**src/rtl/traffic_ctrl_multi_if.sv**
```systemverilog
// Purpose : bundles the controller's sensor, timebase and lamp signals into one port.
// Latency : none, wires only.
// Backpressure: none; every signal is sampled or presented each cycle.
//
// Ports:
//   tick       timebase enable
//   car_req    per-approach vehicle sensors
//   force_red  emergency all-red request
//   lamps      {G,Y,R} per approach
//   active_dir approach owning, or last owning, green
//   phase      0=GREEN 1=YELLOW 2=ALL_RED 3=WALK
//   ped_req    pedestrian request (PED_WALK_EN only)
//   walk       walk indication (PED_WALK_EN only)
//
// Modports:
//   slave  is the controller side.
//   master is the environment side.
interface traffic_ctrl_multi_if #(
    parameter int NUM_DIR = 4
);
    localparam int DIR_W = $clog2(NUM_DIR);

    logic                 tick;
    logic [NUM_DIR-1:0]   car_req;
    logic                 force_red;
    logic [3*NUM_DIR-1:0] lamps;
    logic [DIR_W-1:0]     active_dir;
    logic [1:0]           phase;
`ifdef PED_WALK_EN
    logic                 ped_req;
    logic                 walk;
`endif

`ifdef PED_WALK_EN
    modport slave  (input  tick, car_req, force_red, ped_req,
                    output lamps, active_dir, phase, walk);
    modport master (output tick, car_req, force_red, ped_req,
                    input  lamps, active_dir, phase, walk);
`else
    modport slave  (input  tick, car_req, force_red,
                    output lamps, active_dir, phase);
    modport master (output tick, car_req, force_red,
                    input  lamps, active_dir, phase);
`endif
endinterface

```
**src/rtl/traffic_ctrl_multi.sv**
```systemverilog
// Purpose : round-robin, sensor-actuated GREEN/YELLOW/ALL_RED light controller for NUM_DIR approaches.
// Latency : outputs are decoded from registered state, one clock after the deciding edge.
// Backpressure: none; requests are latched until served, and force_red holds all-red.
//
// Ports:
//   clk  rising-edge clock
//   rst  synchronous, active-high reset
//   bus  traffic_ctrl_multi_if.slave, carrying tick, car_req, force_red, lamps,
//        active_dir and phase (plus ped_req and walk when PED_WALK_EN is defined)
//
// Optional feature: define PED_WALK_EN to add the pedestrian WALK phase.
module traffic_ctrl_multi #(
    parameter int NUM_DIR      = 4,
    parameter int CNT_W        = 8,
    parameter int GREEN_TICKS  = 20,
    parameter int YELLOW_TICKS = 4,
    parameter int ALLRED_TICKS = 2,
    parameter int WALK_TICKS   = 10
) (
    input logic                  clk,
    input logic                  rst,
    traffic_ctrl_multi_if.slave  bus
);
    localparam int DIR_W = $clog2(NUM_DIR);

    localparam logic [1:0] S_GREEN  = 2'd0;
    localparam logic [1:0] S_YELLOW = 2'd1;
    localparam logic [1:0] S_ALLRED = 2'd2;
`ifdef PED_WALK_EN
    localparam logic [1:0] S_WALK   = 2'd3;
`endif

    logic [1:0]           state, state_nxt;
    logic [CNT_W-1:0]     cnt, cnt_nxt;
    logic [NUM_DIR-1:0]   pending, pending_nxt, clr;
    logic [DIR_W-1:0]     active_dir, dir_nxt;
    logic                 reload;
    logic                 expire;
    logic                 others;
    logic                 found;
    logic [DIR_W-1:0]     rr_sel;
    logic [2*NUM_DIR-1:0] pend2;
    logic [2*NUM_DIR-1:0] rot;
    logic [NUM_DIR-1:0]   rot_lo;
    logic [DIR_W:0]       sh;
    logic [DIR_W:0]       off;
    logic [DIR_W:0]       sum;
    logic [3*NUM_DIR-1:0] lamps_d;
`ifdef PED_WALK_EN
    logic                 pending_ped;
    logic                 ped_clr;
`endif

    assign expire = bus.tick && (cnt == '0);

    // Green may only be given away if someone other than the owner is waiting.
    always_comb begin
        others = |(pending & ~(NUM_DIR'(1) << active_dir));
`ifdef PED_WALK_EN
        others = others | pending_ped;
`endif
    end

    // Round-robin search: rotate the pending vector so that bit 0 is the
    // approach after active_dir, take the lowest set bit, then map back.
    // The owner itself is considered last.
    always_comb begin
        pend2  = {pending, pending};
        sh     = {1'b0, active_dir} + (DIR_W+1)'(1);
        rot    = pend2 >> sh;
        rot_lo = rot[NUM_DIR-1:0];
        found  = 1'b0;
        off    = '0;
        for (int k = NUM_DIR - 1; k >= 0; k--) begin
            if (rot_lo[k]) begin
                found = 1'b1;
                off   = (DIR_W+1)'(k);
            end
        end
        sum = sh + off;
        if (sum >= (DIR_W+1)'(NUM_DIR)) begin
            sum = sum - (DIR_W+1)'(NUM_DIR);
        end
        rr_sel = sum[DIR_W-1:0];
    end

    always_comb begin
        state_nxt = state;
        dir_nxt   = active_dir;
        clr       = '0;
        reload    = 1'b0;
`ifdef PED_WALK_EN
        ped_clr   = 1'b0;
`endif
        case (state)
            S_GREEN: begin
                if (bus.force_red) begin
                    state_nxt = S_YELLOW;
                    reload    = 1'b1;
                end else if (expire) begin
                    // Without other demand, rest in green by restarting the phase.
                    if (others) state_nxt = S_YELLOW;
                    reload = 1'b1;
                end
            end
            S_YELLOW: begin
                if (expire) begin
                    state_nxt = S_ALLRED;
                    reload    = 1'b1;
                end
            end
            S_ALLRED: begin
                if (expire) begin
                    reload = 1'b1;
                    if (!bus.force_red) begin
                        if (found) begin
                            state_nxt = S_GREEN;
                            dir_nxt   = rr_sel;
                            clr       = NUM_DIR'(1) << rr_sel;
                        end
`ifdef PED_WALK_EN
                        // Pedestrians win over vehicles; ownership is kept.
                        if (pending_ped) begin
                            state_nxt = S_WALK;
                            dir_nxt   = active_dir;
                            clr       = '0;
                            ped_clr   = 1'b1;
                        end
`endif
                    end
                end
            end
`ifdef PED_WALK_EN
            S_WALK: begin
                if (bus.force_red || expire) begin
                    state_nxt = S_ALLRED;
                    reload    = 1'b1;
                end
            end
`endif
            default: begin
                state_nxt = S_ALLRED;
                reload    = 1'b1;
            end
        endcase

        if (reload) begin
            case (state_nxt)
                S_GREEN:  cnt_nxt = CNT_W'(GREEN_TICKS - 1);
                S_YELLOW: cnt_nxt = CNT_W'(YELLOW_TICKS - 1);
                S_ALLRED: cnt_nxt = CNT_W'(ALLRED_TICKS - 1);
                default:  cnt_nxt = CNT_W'(WALK_TICKS - 1);
            endcase
        end else if (bus.tick && cnt != '0) begin
            cnt_nxt = cnt - CNT_W'(1);
        end else begin
            cnt_nxt = cnt;
        end

        // A clear wins over a simultaneous new request.
        pending_nxt = (pending | bus.car_req) & ~clr;
    end

    always_ff @(posedge clk) begin
        if (rst) begin
            state       <= S_ALLRED;
            cnt         <= CNT_W'(ALLRED_TICKS - 1);
            pending     <= '0;
            active_dir  <= DIR_W'(NUM_DIR - 1);
`ifdef PED_WALK_EN
            pending_ped <= 1'b0;
`endif
        end else begin
            state       <= state_nxt;
            cnt         <= cnt_nxt;
            pending     <= pending_nxt;
            active_dir  <= dir_nxt;
`ifdef PED_WALK_EN
            pending_ped <= (pending_ped | bus.ped_req) & ~ped_clr;
`endif
        end
    end

    always_comb begin
        lamps_d = '0;
        for (int i = 0; i < NUM_DIR; i++) begin
            lamps_d[3*i +: 3] = 3'b001;
            if (DIR_W'(i) == active_dir) begin
                if (state == S_GREEN)  lamps_d[3*i +: 3] = 3'b100;
                if (state == S_YELLOW) lamps_d[3*i +: 3] = 3'b010;
            end
        end
    end

    assign bus.lamps      = lamps_d;
    assign bus.active_dir = active_dir;
    assign bus.phase      = state;
`ifdef PED_WALK_EN
    assign bus.walk       = (state == S_WALK);
`endif
endmodule

```
**src/flat_wrapper.sv**
```systemverilog
// flat-port wrapper written by rule: the top's interface ports become plain ports
module traffic_ctrl_multi_flat 
#(
    parameter int NUM_DIR      = 4,
    parameter int CNT_W        = 8,
    parameter int GREEN_TICKS  = 20,
    parameter int YELLOW_TICKS = 4,
    parameter int ALLRED_TICKS = 2,
    parameter int WALK_TICKS   = 10
)
  (clk, rst, bus_tick, bus_car_req, bus_force_red, bus_lamps, bus_active_dir, bus_phase);
  traffic_ctrl_multi_if #(.NUM_DIR(NUM_DIR)) bus_i ();
  input logic clk;
  input logic rst;
  input wire logic [$bits(bus_i.tick)-1:0] bus_tick;
  input wire logic [$bits(bus_i.car_req)-1:0] bus_car_req;
  input wire logic [$bits(bus_i.force_red)-1:0] bus_force_red;
  output wire logic [$bits(bus_i.lamps)-1:0] bus_lamps;
  output wire logic [$bits(bus_i.active_dir)-1:0] bus_active_dir;
  output wire logic [$bits(bus_i.phase)-1:0] bus_phase;
  assign bus_i.tick = bus_tick;
  assign bus_i.car_req = bus_car_req;
  assign bus_i.force_red = bus_force_red;
  assign bus_lamps = bus_i.lamps;
  assign bus_active_dir = bus_i.active_dir;
  assign bus_phase = bus_i.phase;
  traffic_ctrl_multi #(.NUM_DIR(NUM_DIR), .CNT_W(CNT_W), .GREEN_TICKS(GREEN_TICKS), .YELLOW_TICKS(YELLOW_TICKS), .ALLRED_TICKS(ALLRED_TICKS), .WALK_TICKS(WALK_TICKS)) u_core (.clk(clk), .rst(rst), .bus(bus_i));
endmodule
```
**config.mk**
```make
export PLATFORM = sky130hd
export DESIGN_NAME = traffic_ctrl_multi_flat
export DESIGN_NICKNAME = d
export VERILOG_FILES = /design/src/rtl/traffic_ctrl_multi_if.sv /design/src/rtl/traffic_ctrl_multi.sv /design/src/flat_wrapper.sv
export SDC_FILE = /design/constraint.sdc
export NUM_CORES = 1
export LEC_CHECK = 0
export BUFFER_PORTS_ARGS = -buffer_cell sky130_fd_sc_hd__buf_2
export CAP_MARGIN = 20
export CELL_PAD_IN_SITES_DETAIL_PLACEMENT = 1
export CELL_PAD_IN_SITES_GLOBAL_PLACEMENT = 1
export CORE_MARGIN = 2
export CORE_UTILIZATION = 39
export DETAILED_ROUTE_END_ITERATION = 16
export PLACE_DENSITY = 0.85
export SLEW_MARGIN = 20
export SYNTH_ARGS = -nofsm -noshare
export SYNTH_HDL_FRONTEND = slang
export SYNTH_SLANG_ARGS = --single-unit
```
**constraint.sdc**
```tcl
create_clock -name clk -period 5.6 [get_ports clk]
set_input_delay 0.56 -clock clk [delete_from_list [all_inputs] [get_ports clk]]
set_output_delay 0.56 -clock clk [all_outputs]
set_load 0.02 [all_outputs]
```
# Word-level counts from Yosys, hierarchy flattened

Index checks and enable logic that the tools add are counted.

Mux-type cells: 33
Magnitude comparators: 1
Add/subtract/negate cells: 4
Reduce and logical (&&, ||, !) cells: 11
Bitwise operators: 6
Shifts and indexed selects: 3
Eq/ne operators: 7

Operator list:

| operator                                                              | count |
|---|---|
| 2-bit 2-to-1 mux                                                      | 12 |
| 3-bit 2-to-1 mux                                                      | 6 |
| 4-bit 2-to-1 mux                                                      | 4 |
| 8-bit 2-to-1 mux                                                      | 2 |
| 5-bit one-hot mux with 3 select lines                                 | 1 |
| 4-bit bitwise AND                                                     | 2 |
| 8-bit logical NOT                                                     | 1 |
| 4-bit NOT                                                             | 2 |
| 8-bit nonzero test                                                    | 1 |
| 1-bit by 2-bit left shift with 4-bit output, first input constant     | 2 |
| 8-bit by 3-bit right shift with 4-bit output                          | 1 |
| 8-bit by 1-bit subtractor with 8-bit output, second input constant    | 1 |
| 2-bit logical NOT                                                     | 3 |
| 1-bit 2-to-1 mux                                                      | 6 |
| 2-bit one-hot mux with 3 select lines                                 | 1 |
| 2-bit by 1-bit equality test with 1-bit output, second input constant | 2 |
| 2-bit equality test, first input constant                             | 2 |
| 2-bit equality test, second input constant                            | 2 |
| 4-bit bitwise OR                                                      | 1 |
| 4-bit AND reduction                                                   | 1 |
| 4-bit OR reduction                                                    | 1 |
| 2-bit by 1-bit adder with 3-bit output, second input constant         | 1 |
| 3-bit by 2-bit adder with 3-bit output                                | 1 |
| 3-bit >= comparator, second input constant                            | 1 |
| other kinds (7)                                                       | 8 |

Input port bits: 8
Register bits after elaboration: 16
Logic and storage cells: 69
Output and inout bits: 16

# Longest topological paths before layout

Gate-level depths: netlist of run 1.

Depth in word-level cells: 16
Mapped depth: 10
Depth with buffers taken out: 9

# Worst setup path before layout of run 1

Ideal clock, no wire load.

Path type: register to register
Start point: reg u_core.active_dir[0], in the netlist u_core.bus.active_dir[0]
End point: reg u_core.active_dir[1], in the netlist u_core.bus.active_dir[1]
Setup slack: 3.418 ns
Cell stages (with the launch flop): 10
Arrival: 2.063 ns
Path buffers: 1
Clock period less this slack: 2.182 ns
Setup time: 0.120 ns
Required time: 5.480 ns
Path through: dfxtp_1 clkbuf_1 nor2_1 a221oi_1 a21oi_1 a211oi_1 ha_1 xnor2_1 nor2_1 a211o_1

Cells in the longest elaborated chain, start to end: 9
Elaborated cells between the ends (all ways): 15
Those cells by class: add/sub: 3; order compare: 1; shift: 1; mux: 9; reduce/logical: 1

RTL lines:

| item                                                                               | RTL line                                           | RTL |
|---|---|---|
| start, declared                                                                    | traffic_ctrl_multi.sv:36                           | `logic [DIR_W-1:0] active_dir, dir_nxt;` |
| start signal, assigned                                                             | traffic_ctrl_multi.sv:169                          | `active_dir <= DIR_W'(NUM_DIR - 1);` |
| start signal, assigned                                                             | traffic_ctrl_multi.sv:177                          | `active_dir <= dir_nxt;` |
| 2-bit by 1-bit adder with 3-bit output (*)                                         | traffic_ctrl_multi.sv:69                           | `sh = {1'b0, active_dir} + (DIR_W+1)'(1);` |
| 8-bit by 3-bit right shift with 4-bit output                                       | traffic_ctrl_multi.sv:70                           | `rot = pend2 >> sh;` |
| 2-bit 2-to-1 mux (4 in series)                                                     | traffic_ctrl_multi.sv:75                           | `if (rot_lo[k]) begin` |
| 3-bit by 2-bit adder with 3-bit output                                             | traffic_ctrl_multi.sv:80                           | `sum = sh + off;` |
| 3-bit >= comparator or 2-bit by 1-bit subtractor with 2-bit output (tied branches) | traffic_ctrl_multi.sv:81, traffic_ctrl_multi.sv:82 |  |
| 2-bit 2-to-1 mux                                                                   | traffic_ctrl_multi.sv:81                           | `if (sum >= (DIR_W+1)'(NUM_DIR)) begin` |

Mark *: on every way between the ends. The rest lies on a longest branch, timed or not.
A chain may end at the register's enable or synchronous reset.

# Worst setup path after layout of run 1

Start point: reg u_core.cnt[0]
End point: reg u_core.cnt[4]

Cells in the longest elaborated chain, start to end: 8
Elaborated cells between the ends (all ways): 20
Those cells by class: add/sub: 1; eq/ne: 2; mux: 11; reduce/logical: 6

RTL lines:

| item                                        | RTL line                  | RTL |
|---|---|---|
| start, declared                             | traffic_ctrl_multi.sv:34  | `logic [CNT_W-1:0] cnt, cnt_nxt;` |
| start signal, assigned                      | traffic_ctrl_multi.sv:167 | `cnt <= CNT_W'(ALLRED_TICKS - 1);` |
| start signal, assigned                      | traffic_ctrl_multi.sv:175 | `cnt <= cnt_nxt;` |
| 8-bit logical NOT                           | traffic_ctrl_multi.sv:54  | `assign expire = bus.tick && (cnt == '0);` |
| 1-bit logical AND                           | traffic_ctrl_multi.sv:54  |  |
| 2-bit 2-to-1 mux                            | traffic_ctrl_multi.sv:100 | `end else if (expire) begin` |
| 2-bit 2-to-1 mux                            | traffic_ctrl_multi.sv:97  | `if (bus.force_red) begin` |
| 2-bit one-hot mux with 3 select lines       | traffic_ctrl_multi.sv:95  | `case (state)` |
| 2-bit equality test (tied with other cells) | traffic_ctrl_multi.sv:148 | `case (state_nxt)` |
| 5-bit one-hot mux with 3 select lines       | traffic_ctrl_multi.sv:148 |  |
| 8-bit 2-to-1 mux                            | traffic_ctrl_multi.sv:147 | `if (reload) begin` |

Parallel ways exist; a longest one is shown, timed or not. The select of a mux whose other input is x is not followed.

==> results of run 1 <==
## cells by family (layout without fill, tap and decap cells)
group | count (synthesis) | after routing | share of synthesized area (%)
simple gates | 75 | 75 | 31.0
compound gates | 40 | 40 | 23.4
buf+inv | 21 | 37 | 6.89
flops | 16 | 16 | 25.2
fa+ha+maj | 8 | 8 | 7.87
xor+xnor | 7 | 7 | 4.82
mux | 1 | 1 | 0.787
## state kept, by name (all words and copies together), names as in the netlist
name and count:
u_core.cnt 8, u_core.bus.active_dir 2, u_core.pending 4, u_core.bus.phase 2
## final timing paths
| path | end | slack (ps) | cells past startpoint |
|---|---|---|---|
| setup reg to reg | u_core.cnt[4] | 3170 | 8 |
| hold reg to reg | u_core.cnt[0] | 570 | 2 |
| hold / removal | u_core.pending[3] | 520 | 3 |
| setup / recovery | u_core.cnt[4] | 3170 | 8 |
## cells in the final DEF (no fill, tap or decap), types with 2 or more instances in the layout
cell / n
a21oi_1: 5
o21bai_1: 2
nor4_1: 5
dfxtp_1: 16
nor2b_1: 3
xnor2_1: 4
inv_1: 10
and3_1: 4
nor3b_1: 3
o31ai_1: 2
o211ai_1: 3
nand3_1: 3
nand2_1: 13
nor3_1: 7
a31oi_1: 2
or2_2: 3
a221oi_1: 3
or4_1: 2
nand3b_1: 2
xor2_1: 3
nor2_1: 23
and2_1: 4
buf_2: 23
clkbuf_4: 3
o21ai_0: 5
a211oi_1: 4
ha_1: 8
## layout make-up
class / instances / area, um^2
multi-input combinational: 131 / 863
fill: 420 / 1650
clock buffer: 4 / 36.3
inverter: 10 / 37.5
sequential: 16 / 320
tap: 44 / 55.1
timing repair buffer: 23 / 115
## worst reg2reg max path: stages (launching register included)
cell and delay (ps):
dfxtp_1 340, inv_1 110, ha_1 200, nor4bb_1 490
nand4_1 260, o221a_1 340, a22oi_1 250, nand3_1 120
a211oi_1 240
## power by group through the flow
| stage | sequential [mW] | combinational [mW] | clock, mW |
|---|---|---|---|
| finish | 0.186 | 0.321 | 0.0785 |
| global route | 0.193 | 0.362 | 0.0845 |
| CTS | 0.186 | 0.323 | 0.0804 |
| detailed placement | 0.189 | 0.320 | 0 |
| global placement | 0.188 | 0.303 | 0 |
| floorplan | 0.180 | 0.247 | 0 |
## cell usage after synthesis (all sizes together), types with 2 or more instances
library cell / count / area, um^2
a211oi: 4 / 30.0
a21oi: 6 / 33.8
a221oi: 3 / 26.3
a31oi: 2 / 12.5
and2: 4 / 25.0
and3: 4 / 25.0
buf: 2 / 16.3
clkbuf: 9 / 33.8
dfxtp: 16 / 320
ha: 8 / 100
inv: 10 / 37.5
nand2: 13 / 48.8
nand3: 3 / 15.0
nand3b: 2 / 15.0
nor2: 23 / 86.3
nor2b: 3 / 18.8
nor3: 7 / 35.0
nor3b: 3 / 22.5
nor4: 6 / 52.6
o211ai: 3 / 22.5
o21ai: 6 / 30.0
o21bai: 2 / 15.0
o31ai: 2 / 15.0
or2: 3 / 18.8
or4: 2 / 15.0
xnor2: 4 / 35.0
xor2: 3 / 26.3
## routing by layer
layer,up-vias,part of all wire (%)
met5,-,0
met4,0,1.0
met3,4,3.2
met2,21,50
met1,620,46
li1,635,-
==> results.ini, run 1 <==
[worst_setup_path]
timing_worst_setup_path_type=reg2reg
slowest_stage=nor4bb_1
max_stage_delay_ps=490
cp_cell_sequence=inv_1, ha_1, nor4bb_1, nand4_1, o221a_1, a22oi_1, nand3_1, a211oi_1
worst_ep_required_time_ps=5810
cp-end-kind=flip-flop
cp_top_family=simple AND/OR/NAND/NOR gates
cp-start-kind=flip-flop
crit_buf_inv=1
arrival_ps=2630
regToRegStartpoint=u_core.cnt[0]
crit_path_start=u_core.cnt[0]
worst-path-max-fanout=4

[die]
die-height_um=61.1
initial_core_util_pct=41.3
fp.dieW_um=61.1
io_pins=24
fp.coreArea_um2=3080
row_count=20
design.die.area_um2=3730

[global_route]
top_usage_layer=met2
grt_start_max_net_pins=18
grt_use_met2_pct=37.1
grt_util_all_layers_pct=20.5
grt_use_met1_pct=24.5
met3_usage_pct=2.73
grt-ovfl-total=0
antenna_found_initial=0
grt_pass1_wl_um=5760
grt_pass1_vias=1260

[power_and_ir_drop]
internal-power_mw=0.308
p_total_mw=0.586
power.leakage_nw=0.611
comb_power_share_pct=54.8
irDropWorstVdd_uv=210
swShare_pct=47.4
power.density_nw_per_um2=411
power.share.sequential_pct=31.8
p_switching_mw=0.278
pwr-share-clk_pct=13.4

[routing]
via_count=1280
ant_nets=0
via_per_inst=5.61
wire_per_inst_um=15.2
drt_iter0_drc=74
wl_um=3460
drc_errors=0
drt_pass1_iterations=4

[sta]
finalCriticalPeriod_ps=2430
clock.fmax_mhz=412
skew_ps=0.538
fin_setup_tns_ps=0
setup_viol=0
final_max_slew_viol_count=0
worst_slack_ps=3170
grt_setup_unrepaired=false
min_period_over_period_pct=43.4
holdWs_ps=522
hold_viol=0
slew_headroom_pct=61.5
worst_pin_slew_ps=570

[outcome]
status=finished clean

[clocking]
cts_buffer_depth=2
cts_setup_buffers=0
cts_tree=done
cts_buffers=3
cts_htree_levels=1
cts-root-buf=clkbuf_4
clock_latency_ps=290
holdBufCountCts=0
cts_resized=0
clk_pin_slew_ps=100
cts_sinks=16

[placement]
portBuffers=23
dpl_worst_slack_ps=3100
place_area_um2=1390
gp_congestion=0.924
dp_cells=224
dp_hpwl_um=2660

[cells_and_area]
final_cells=228
final_core_util_pct=46.4
drive_above_1_share_pct=17.9
diodes=0
fin_area_um2=1430
fin_nets=201
synthToLayoutAreaGrowth_pct=12.3

[min_path]
hold_path_startpoint=bus_car_req[3]
min_path_type=in2reg

[job]
maxCapViolCount=0

[logic_synthesis]
seq_area_frac_synth_pct=25.2
synth_edf_count=0
syn_inst=168
avgSynthCellArea_um2=7.57
synth-seq-cells=16
synth.distinct_cells=46
synthesis.nets=184
synth_area_um2=1270
ys_warn_count=0
synthArstFlopShare_pct=0
synth_ff_type=dfxtp_1

Note: power is estimated with default switching activity, not from simulation.
==> run 2: changes to the inputs <==
clock period = 2.3 ns   (was 5.6 ns; I/O delays follow)
==> results.ini, run 2 (same netlist as run 1, synthesis figures left out) <==
[worst_setup_path]
cp-start-kind=flip-flop  ; unchanged
cp_top_family=simple AND/OR/NAND/NOR gates  ; unchanged
worst-path-max-fanout=7  ; was 4
max_stage_delay_ps=490  ; about the same
crit_buf_inv=0  ; was 1
worst_ep_required_time_ps=2510  ; was 5810 ps
arrival_ps=2380  ; was 2630 ps
cp_cell_sequence=nor4_4, nand4_1, o221a_1, a22oi_1, nand3_1, a211oi_1  ; was inv_1, ha_1, nor4bb_1, nand4_1, o221a_1, a22oi_1, nand3_1, a211oi_1
slowest_stage=nor4_4  ; was nor4bb_1
timing_worst_setup_path_type=reg2reg  ; unchanged
cp-end-kind=flip-flop  ; unchanged

[placement]
place_area_um2=1440  ; was 1390 um^2
gp_congestion=0.881  ; was 0.924
dp_cells=231  ; was 224
portBuffers=23  ; unchanged
dpl_worst_slack_ps=85.1  ; was 3100 ps
dp_hpwl_um=2870  ; was 2660 um

[cells_and_area]
fin_nets=208  ; was 201
top_register=u_core.cnt  ; unchanged
fin_area_um2=1500  ; was 1430 um^2
drive_above_1_share_pct=22.5  ; was 17.9%
synthToLayoutAreaGrowth_pct=18.1  ; was 12.3%
seq_area_um2=322  ; was 320 um^2
final_cells=235  ; was 228
multi_input_area_um2=883  ; was 863 um^2
layout_common_cells=nor2_1 (23), buf_2 (23), dfxtp_1 (15)  ; was nor2_1 (23), buf_2 (23), dfxtp_1 (16)
top_regs=u_core.cnt: 8 flops, u_core.pending: 4 flops  ; unchanged
diodes=0  ; unchanged
largest_reg_flops=8  ; unchanged
fill_cells=397  ; was 420

[clocking]
cts_setup_buffers=0  ; unchanged
cts_sinks=16  ; unchanged
cts_tree=done  ; unchanged
clock_latency_ps=290  ; about the same
cts-root-buf=clkbuf_4  ; unchanged
cts_resized=0  ; unchanged
clk_pin_slew_ps=90  ; was 100 ps
holdBufCountCts=0  ; unchanged
cts_buffers=3  ; unchanged
cts_htree_levels=1  ; unchanged
cts_buffer_depth=2  ; unchanged

[routing]
via_per_inst=5.58  ; was 5.61
ant_nets=0  ; unchanged
drt_pass1_iterations=4  ; unchanged
drc_errors=0  ; unchanged
via_count=1311  ; was 1,280
wire_per_inst_um=15.4  ; was 15.2 um
drt_iter0_drc=45  ; was 74
wl_um=3610  ; was 3460 um

[die]
design.die.area_um2=3730  ; unchanged
io_pins=24  ; unchanged
fp.dieW_um=61.1  ; unchanged
initial_core_util_pct=41.3  ; unchanged
die-height_um=61.1  ; unchanged
fp.coreArea_um2=3080  ; unchanged
row_count=20  ; unchanged

[sta]
hold_viol=0  ; unchanged
finalCriticalPeriod_ps=2170  ; was 2430 ps
worst_pin_slew_ps=484  ; was 570 ps
min_period_over_period_pct=94.4  ; was 43.4%
final_max_slew_viol_count=0  ; unchanged
worst_slack_ps=129  ; was 3170 ps
setup_viol=0  ; unchanged
holdWs_ps=191  ; was 522 ps
skew_ps=0.942  ; was 0.538 ps
clock.fmax_mhz=461  ; was 412 MHz
slew_headroom_pct=67.7  ; was 61.5%

[power_and_ir_drop]
power.density_nw_per_um2=987  ; was 411 nW/um^2
comb_power_share_pct=56.8  ; was 54.8%
pwr-share-clk_pct=12.7  ; was 13.4%
power.leakage_nw=0.652  ; was 0.611 nW
p_switching_mw=0.694  ; was 0.278 mW
irDropWorstVdd_uv=570  ; was 210 uV
p_total_mw=1.48  ; was 0.586 mW
internal-power_mw=0.787  ; was 0.308 mW
power.share.sequential_pct=30.6  ; was 31.8%
swShare_pct=46.8  ; was 47.4%

[global_route]
grt_start_max_net_pins=18  ; unchanged
grt_pass1_vias=1262  ; was 1,260
grt-ovfl-total=0  ; unchanged
grt_pass1_wl_um=5800  ; was 5760 um
grt_util_all_layers_pct=20.9  ; was 20.5%
antenna_found_initial=0  ; unchanged

[min_path]
min_path_type=in2reg  ; unchanged

[outcome]
status=finished clean  ; unchanged

[job]
maxCapViolCount=0  ; unchanged

-- run 2: changes by cell type in the layout (fill, tap and decap cells not counted) --
| cell | delta |
|---|---|
| buf_4 | +7 |
| dfxtp_1 | -1 |
| dfxtp_2 | +1 |
| nor3b_1 | -1 |
| nor3b_2 | +1 |
| nor4bb_1 | -1 |
| nor4bb_4 | +1 |
-- run 2: tightest hold or removal path: cells and delay by family --
kind | cells | cell delay [ps]
buffers and inverters | 1 | 90
and+or+nand+nor | 2 | 110
-- run 2: worst paths after layout --
path	startpoint	slack [ps]	cells past startpoint	endpoint
setup / recovery	u_core.cnt[2]	130	6	u_core.cnt[4]
setup reg to reg	u_core.cnt[2]	130	6	u_core.cnt[4]
hold / removal	bus_car_req[2]	190	3	u_core.pending[2]
hold reg to reg	u_core.cnt[0]	560	2	u_core.cnt[0]
-- run 2: stage by stage --
stage / TNS (ps) / utilization [%]
floorplan: 0 / -
global placement: 0 / 46.9
detailed placement: 0 / 46.9
CTS: 0 / 48.1
global route: -78.9 / 48.8
finish: 0 / 48.8
-- run 2: area by class of cell --
class | instances | share of cell area (%)
clock buffer | 4 | 2.42
inverter | 10 | 2.50
multi-input combinational | 131 | 58.8
sequential | 16 | 21.4
tap | 44 | 3.67
timing repair buffer | 30 | 11.2
-- run 2: power by group through the flow --
stage	combinational, mW	sequential [mW]	clock [mW]
after floorplan	0.601	0.438	0
after global placement	0.778	0.445	0
after detailed placement	0.818	0.452	0
after CTS	0.823	0.446	0.195
after global routing	0.939	0.462	0.205
final	0.841	0.453	0.188
-- run 2: metal layers --
layer  wire [um]  global-route usage (%)
met5           0                       0
met3          89                    2.73
met2        1890                    37.4
met4          43                    7.45
met1        1590                    25.7
